File: config.mk
export PLATFORM = sky130hd
export DESIGN_NAME = shift_arbiter
export DESIGN_NICKNAME = d
export VERILOG_FILES = /design/src/rtl/shift_arbiter.sv
export SDC_FILE = /design/constraint.sdc
export NUM_CORES = 1
export LEC_CHECK = 0
export CAP_MARGIN = 25
export CELL_PAD_IN_SITES_DETAIL_PLACEMENT = 0
export CELL_PAD_IN_SITES_GLOBAL_PLACEMENT = 2
export CORE_MARGIN = 4
export CORE_UTILIZATION = 16
export DETAILED_ROUTE_END_ITERATION = 16
export GPL_TIMING_DRIVEN = 0
export PLACE_DENSITY_LB_ADDON = 0.1
export SLEW_MARGIN = 20
export SYNTH_ARGS = -nofsm -noshare
export SYNTH_HDL_FRONTEND = slang
export SYNTH_SLANG_ARGS = --single-unit
File: constraint.sdc
create_clock -name clk -period 3.35 [get_ports clk]
set_input_delay 0.5025 -clock clk [delete_from_list [all_inputs] [get_ports clk]]
set_output_delay 0.5025 -clock clk [all_outputs]
set_load 0.03 [all_outputs]
File: src/rtl/shift_arbiter.sv
// Round-robin arbiter that time-shares one external 16-bit right shifter between NREQ
// requesters and registers each result, tagged with its requester index, into one output stage.
module shift_arbiter #(
    parameter int unsigned NREQ = 4,
    parameter int unsigned IDW  = (NREQ <= 2) ? 1 : $clog2(NREQ)
) (
    input  logic                clk,
    input  logic                rst_n,
    input  logic [NREQ-1:0]     req_valid,
    output logic [NREQ-1:0]     req_ready,
    input  logic [16*NREQ-1:0]  req_data,
    input  logic [4*NREQ-1:0]   req_amt,
    output logic [15:0]         sh_in,
    output logic [3:0]          sh_amt,
    input  logic [15:0]         sh_out,
    output logic                out_valid,
    input  logic                out_ready,
    output logic [15:0]         out_data,
    output logic [IDW-1:0]      out_id
);

    logic [IDW-1:0]  rr_ptr_q, rr_ptr_d;
    logic            out_valid_q, out_valid_d;
    logic [15:0]     out_data_q, out_data_d;
    logic [IDW-1:0]  out_id_q, out_id_d;

    logic            can_issue;
    logic [NREQ-1:0] ptr_mask;
    logic [NREQ-1:0] hi_req;
    logic            grant_valid;
    logic [IDW-1:0]  grant_idx;
    logic [NREQ-1:0] grant_oh;

    // A new result may enter whenever the output stage is empty or being drained this cycle.
    assign can_issue = !out_valid_q || out_ready;

    // Requests at or above the pointer win; otherwise the search wraps to the lowest index.
    always_comb begin
        ptr_mask = '0;
        for (int i = 0; i < NREQ; i++) begin
            ptr_mask[i] = (IDW'(i) >= rr_ptr_q);
        end
        hi_req = req_valid & ptr_mask;
    end

    always_comb begin
        grant_valid = 1'b0;
        grant_idx   = '0;
        if (can_issue) begin
            if (|hi_req) begin
                grant_valid = 1'b1;
                for (int i = NREQ - 1; i >= 0; i--) begin
                    if (hi_req[i]) begin
                        grant_idx = IDW'(i);
                    end
                end
            end else if (|req_valid) begin
                grant_valid = 1'b1;
                for (int i = NREQ - 1; i >= 0; i--) begin
                    if (req_valid[i]) begin
                        grant_idx = IDW'(i);
                    end
                end
            end
        end
    end

    always_comb begin
        grant_oh = '0;
        sh_in    = 16'h0000;
        sh_amt   = 4'h0;
        for (int i = 0; i < NREQ; i++) begin
            if (grant_valid && (grant_idx == IDW'(i))) begin
                grant_oh[i] = 1'b1;
                sh_in       = req_data[16*i +: 16];
                sh_amt      = req_amt[4*i +: 4];
            end
        end
    end

    assign req_ready = grant_oh;

    always_comb begin
        rr_ptr_d    = rr_ptr_q;
        out_valid_d = out_valid_q;
        out_data_d  = out_data_q;
        out_id_d    = out_id_q;
        if (grant_valid) begin
            out_valid_d = 1'b1;
            out_data_d  = sh_out;
            out_id_d    = grant_idx;
            rr_ptr_d    = (grant_idx == IDW'(NREQ - 1)) ? '0 : grant_idx + IDW'(1);
        end else if (out_ready) begin
            // Data and id deliberately keep their stale values.
            out_valid_d = 1'b0;
        end
    end

    always_ff @(posedge clk or negedge rst_n) begin
        if (!rst_n) begin
            rr_ptr_q    <= '0;
            out_valid_q <= 1'b0;
            out_data_q  <= 16'h0000;
            out_id_q    <= '0;
        end else begin
            rr_ptr_q    <= rr_ptr_d;
            out_valid_q <= out_valid_d;
            out_data_q  <= out_data_d;
            out_id_q    <= out_id_d;
        end
    end

    assign out_valid = out_valid_q;
    assign out_data  = out_data_q;
    assign out_id    = out_id_q;

    a_grant_onehot: assert property (@(posedge clk) disable iff (!rst_n) $onehot0(req_ready));

    a_hold_under_backpressure: assert property (@(posedge clk) disable iff (!rst_n)
        (out_valid && !out_ready) |=> (out_valid && $stable(out_data) && $stable(out_id)));

endmodule

Word-level counts from Yosys, hierarchy flattened
Cells that the tools add are included.
{"block": "classes", "reduce_logical": 10, "n_mux": 29, "order_cmp": 4, "n_bitwise": 1, "eq_ne": 3, "add_sub_neg": 1}
{"operator": "$mux 16", "count": 4}
{"operator": "$mux 2", "count": 12}
{"operator": "$mux 4", "count": 4}
{"operator": "$mux 1", "count": 9}
{"operator": "$reduce_or 4->1", "count": 2}
{"operator": "$and 4x4->4", "count": 1}
{"operator": "$eq 2x2->1 const B", "count": 2}
{"operator": "$ge 1x2->1 const A", "count": 2}
{"operator": "$ge 2x2->1 const A", "count": 2}
{"operator": "$logic_and 1x1->1", "count": 4}
{"operator": "$add 2x1->2 const B", "count": 1}
{"operator": "$eq 2x1->1 const B", "count": 1}
{"operator": "$logic_not 2->1", "count": 1}
{"operator": "$reduce_bool 2->1", "count": 1}
{"operator": "$logic_not 1->1", "count": 1}
{"operator": "$logic_or 1x1->1", "count": 1}
{"block": "totals", "inputBits": 103, "output_inout_bits": 43, "register_bits": 21, "word_cells": 52}

Depth between registers and ports, before layout
{"block": "depth", "ltp_word": 14, "depth_mapped": 10, "depth_no_buf": 9}

Worst setup path before layout
No wires, ideal clock.
{"block": "synth_timing", "path_type": "input to output", "startpoint": "input port req_valid[0]", "endpoint": "output port sh_amt[0]", "slack_ns": 0.435, "cell_stages": 10, "arrival_time_ns": 2.412, "path_buffers": 1, "cell_sequence": "nor2b_4 -> a22o_1 -> a221oi_2 -> inv_1 -> ha_1 -> nor2b_1 -> buf_4 -> a221oi_1 -> a211o_1 -> a21oi_2"}
{"block": "synth_between", "elab_chain_len": 10, "elab_cells_between_ends": 23, "cone_classes": "eq/ne: 3; mux: 12; bitwise: 1; reduce/logical: 7"}
{"element": "start, declared", "line_no": "9", "rtl": "input logic [NREQ-1:0] req_valid,"}
{"element": "$reduce_or 4->1 (tied with other cells)", "line_no": "57", "rtl": "end else if (|req_valid) begin"}
{"element": "$mux 2 (tied with other cells)", "line_no": "57"}
{"element": "$mux 2 (*)", "line_no": "50", "rtl": "if (|hi_req) begin"}
{"element": "$mux 2 (*)", "line_no": "49", "rtl": "if (can_issue) begin"}
{"element": "named net grant_idx[1]", "line_no": "31", "rtl": "logic [IDW-1:0] grant_idx;"}
{"element": "$logic_not 2->1", "line_no": "73", "rtl": "if (grant_valid && (grant_idx == IDW'(i))) begin"}
{"element": "$logic_and 1x1->1", "line_no": "73"}
{"element": "$mux 4 (3 in series)", "line_no": "73"}
{"element": "$mux 4 (*)", "line_no": "73"}
{"element": "end, declared", "line_no": "14", "rtl": "output logic [3:0] sh_amt,"}
The timed path passes the listed nets; every way through them passes the cells marked *.

Worst setup path after layout
{"block": "layout_timing", "startpoint": "input port req_valid[0]", "endpoint": "output port sh_in[7]"}
{"block": "layout_between", "elab_chain_len": 10, "elab_cells_between_ends": 23, "cone_classes": "eq/ne: 3; mux: 12; bitwise: 1; reduce/logical: 7"}
{"element": "$reduce_or 4->1 (tied with other cells)", "line_no": "57"}
{"element": "$mux 2 (tied with other cells)", "line_no": "57"}
{"element": "$mux 2 (*)", "line_no": "50"}
{"element": "$mux 2 (*)", "line_no": "49"}
{"element": "named net grant_idx[0]", "line_no": "31"}
{"element": "$logic_not 2->1", "line_no": "73"}
{"element": "$logic_and 1x1->1", "line_no": "73"}
{"element": "$mux 16 (3 in series)", "line_no": "73"}
{"element": "$mux 16 (*)", "line_no": "73"}
{"element": "end, declared", "line_no": "13", "rtl": "output logic [15:0] sh_in,"}
Marked as above.

==> flow_metrics.tcl <==
set metrics [dict create \
    status "finished clean" \
    ir_drop_mv 0.1895 \
    crit_path_max_fanout 5 \
    yosysMostFrequentCell "nand2_1" \
    worst_slew_pin_slew_ns 0.6206 \
    ctsHoldBuffers 0 \
    drt_pass1_iterations 4 \
    ys_top_cells_by_count "nand2_1, inv_1, a21oi_2, dfrtp_1" \
    drtIter0Drc 111 \
    ant_nets 0 \
    start_util_pct 16.43 \
    grtUsageMet1_pct 15.52 \
    synth_edf_count 0 \
    syn_area_sq_um 1797 \
    yosysTopAreaCell "dfrtp_1" \
    power_density_nw_per_um2 405.5 \
    max_freq_mhz 311.0 \
    num_vias 2150 \
    drc 0 \
    synthFlopType "dfrtp_1" \
    hp-class "reg2reg" \
    yosysTopAreaCellShare_pct 29.25 \
    first_global_vias 2213 \
    io_buffers 145 \
    clk_path_buf_depth 2 \
    yosysWarnings 0 \
    end_kind "output pin" \
    grt-ovfl-total 0 \
    antenna_found_initial 0 \
    rsz0062_at_grt "false" \
    diodes 0 \
    die_area_sq_um 12990 \
    path_class "in2out" \
    busiest_layer "met2" \
    wl_um 8011 \
    power_leakage_uw 0.001655 \
    clock-sinks 21 \
    dp_hpwl_um 6064 \
    hold_viol 0 \
    utilization_pct 33.78 \
    grt_first_pass_wirelength_um 12210 \
    async_flop_share_pct 100.0 \
    crit_required_ns 2.85 \
    synthesis.nets 330 \
    syn2layout_area_growth_pct 105.6 \
    synthTopCellsByArea "dfrtp_1, nand2_1, a21oi_2" \
    met2_usage_pct 19.79 \
    routed_via_density 4.127 \
    met3_usage_pct 2.759 \
    core_area_sq_um 10940 \
    cts_buffers 3 \
    start_kind "primary input" \
    max_slew_margin_pct 58.50 \
    synth-seq-area-share_pct 29.25 \
    layout_min_cycle_time_ns 3.216 \
    layout-drive-gt1-share_pct 23.36 \
    clock-root-buffer "clkbuf_16" \
    cts_tree "built" \
    die_w_um 114.0 \
    maxCapViolCount 0 \
    drv_slew 0 \
    fp.dieH_um 114.0 \
    setup_tns_ns 0 \
    clock_skew_ns 0.003559 \
    avgSynthCellArea_sq_um 8.057 \
    path_clk_slew_ns 0.06 \
    crit_arrival_ns 2.71 \
    syn-instance-count 223 \
    grt_util_all_layers_pct 11.70 \
    ctsHtreeMaxLevel 1 \
    wire_per_inst_um 15.38 \
    ys_seq_elements 21 \
    synthDistinctLibCells 26 \
    fin_crit_sh_pct 96.00 \
    clock_latency_ns 0.25 \
    ios 146 \
    nNetsFinal 489 \
    gp_routability_congestion 0.7579 \
    finalSetupViolations 0 \
    rows 38 \
    grt_max_degree 14 \
]
## cells by family after synthesis
family / after synthesis / synth area share (%)
buffers and inverters: 44 / 13.02
muxes: 1 / 0.5571
and+or+nand+nor: 81 / 19.15
adders and majority gates: 4 / 2.786
DFF: 21 / 29.25
AOI/OAI and AO/OA: 72 / 35.24
## flip-flops by register name (all words and copies together), names as in the netlist
register / flops
out_data: 16
out_id: 2
out_valid: 1
rr_ptr_q: 2
## final timing paths
kind / depth (start not counted) / start / to / slack, ns
min reg2reg: 1 / out_id[1] / out_id[1] / 0.48
max in group asynchronous: 2 / rst_n / out_data[14] / 2.21
max: 12 / req_valid[0] / sh_in[7] / 0.13
min: 1 / out_id[1] / out_id[1] / 0.48
min in group asynchronous: 1 / rst_n / out_data[15] / 0.64
max reg2reg: 7 / rr_ptr_q[1] / rr_ptr_q[1] / 1.70
## stage by stage
stage	total power (uW)	area, sq um	std cells	hold WS, ns	setup slack (ns)
after global routing	1594	3694	521	0.4965	0.03636
after global placement	1171	3423	508	0.4566	-0.8672
after detailed placement	1171	3435	509	0.4649	-0.8452
final	1498	3694	521	0.4773	0.1341
after CTS	1504	3646	521	0.4817	0.002568
after floorplan	799.9	1797	223	0.2069	0.4352
## layout make-up
type / instances / area [sq um]
fill: 1166 / 7242
buffer: 18 / 175.2
multi-input combinational: 158 / 1097
timing repair buffer: 156 / 1551
sequential: 21 / 525.5
inverter: 24 / 90.09
clock buffer: 4 / 78.83
tap: 140 / 175.2
## layout by cell type, fill, tap and decap left out, drive strengths merged
master / count
a211o: 20
a211oi: 1
a21o: 3
a21oi: 23
a221oi: 21
a22o: 1
and2: 4
buf: 46
clkbuf: 8
clkdlybuf4s15: 1
clkdlybuf4s50: 117
dfrtp: 21
dlygate4sd2: 4
dlymetal6s2s: 2
ha: 4
inv: 24
mux2i: 1
nand2: 72
nor2: 2
nor2b: 2
nor4: 1
o21ai: 3
## metal layers
layer	part of all wire (%)	wire length, um
met1	43	3438
met2	49	3919
met3	7.9	633
met4	0.25	20
met5	0	0
## power by group
| group | internal [uW] | switching (uW) |
|---|---|---|
| Sequential | 287 | 22.6 |
| Clock | 162 | 92.5 |
| Combinational | 465 | 469 |
## what timing repair did
item | in CTS | in global routing
gates cloned | 2 | 0
resized for setup | 168 | 19
pin swaps | 13 | 15
setup endpoints to repair | 24 | 21
buffers inserted | 7 | 1
## critical path: stages
cell and delay [ns]:
dlygate4sd2_1 0.28, nor2b_4 0.15, a22o_4 0.25, a211oi_4 0.22, inv_1 0.11, ha_1 0.23, nor2b_4 0.16, buf_6 0.13
a221oi_1 0.31, a211o_1 0.16, a21oi_2 0.06, buf_6 0.13
(Power assumes the default switching activity.)
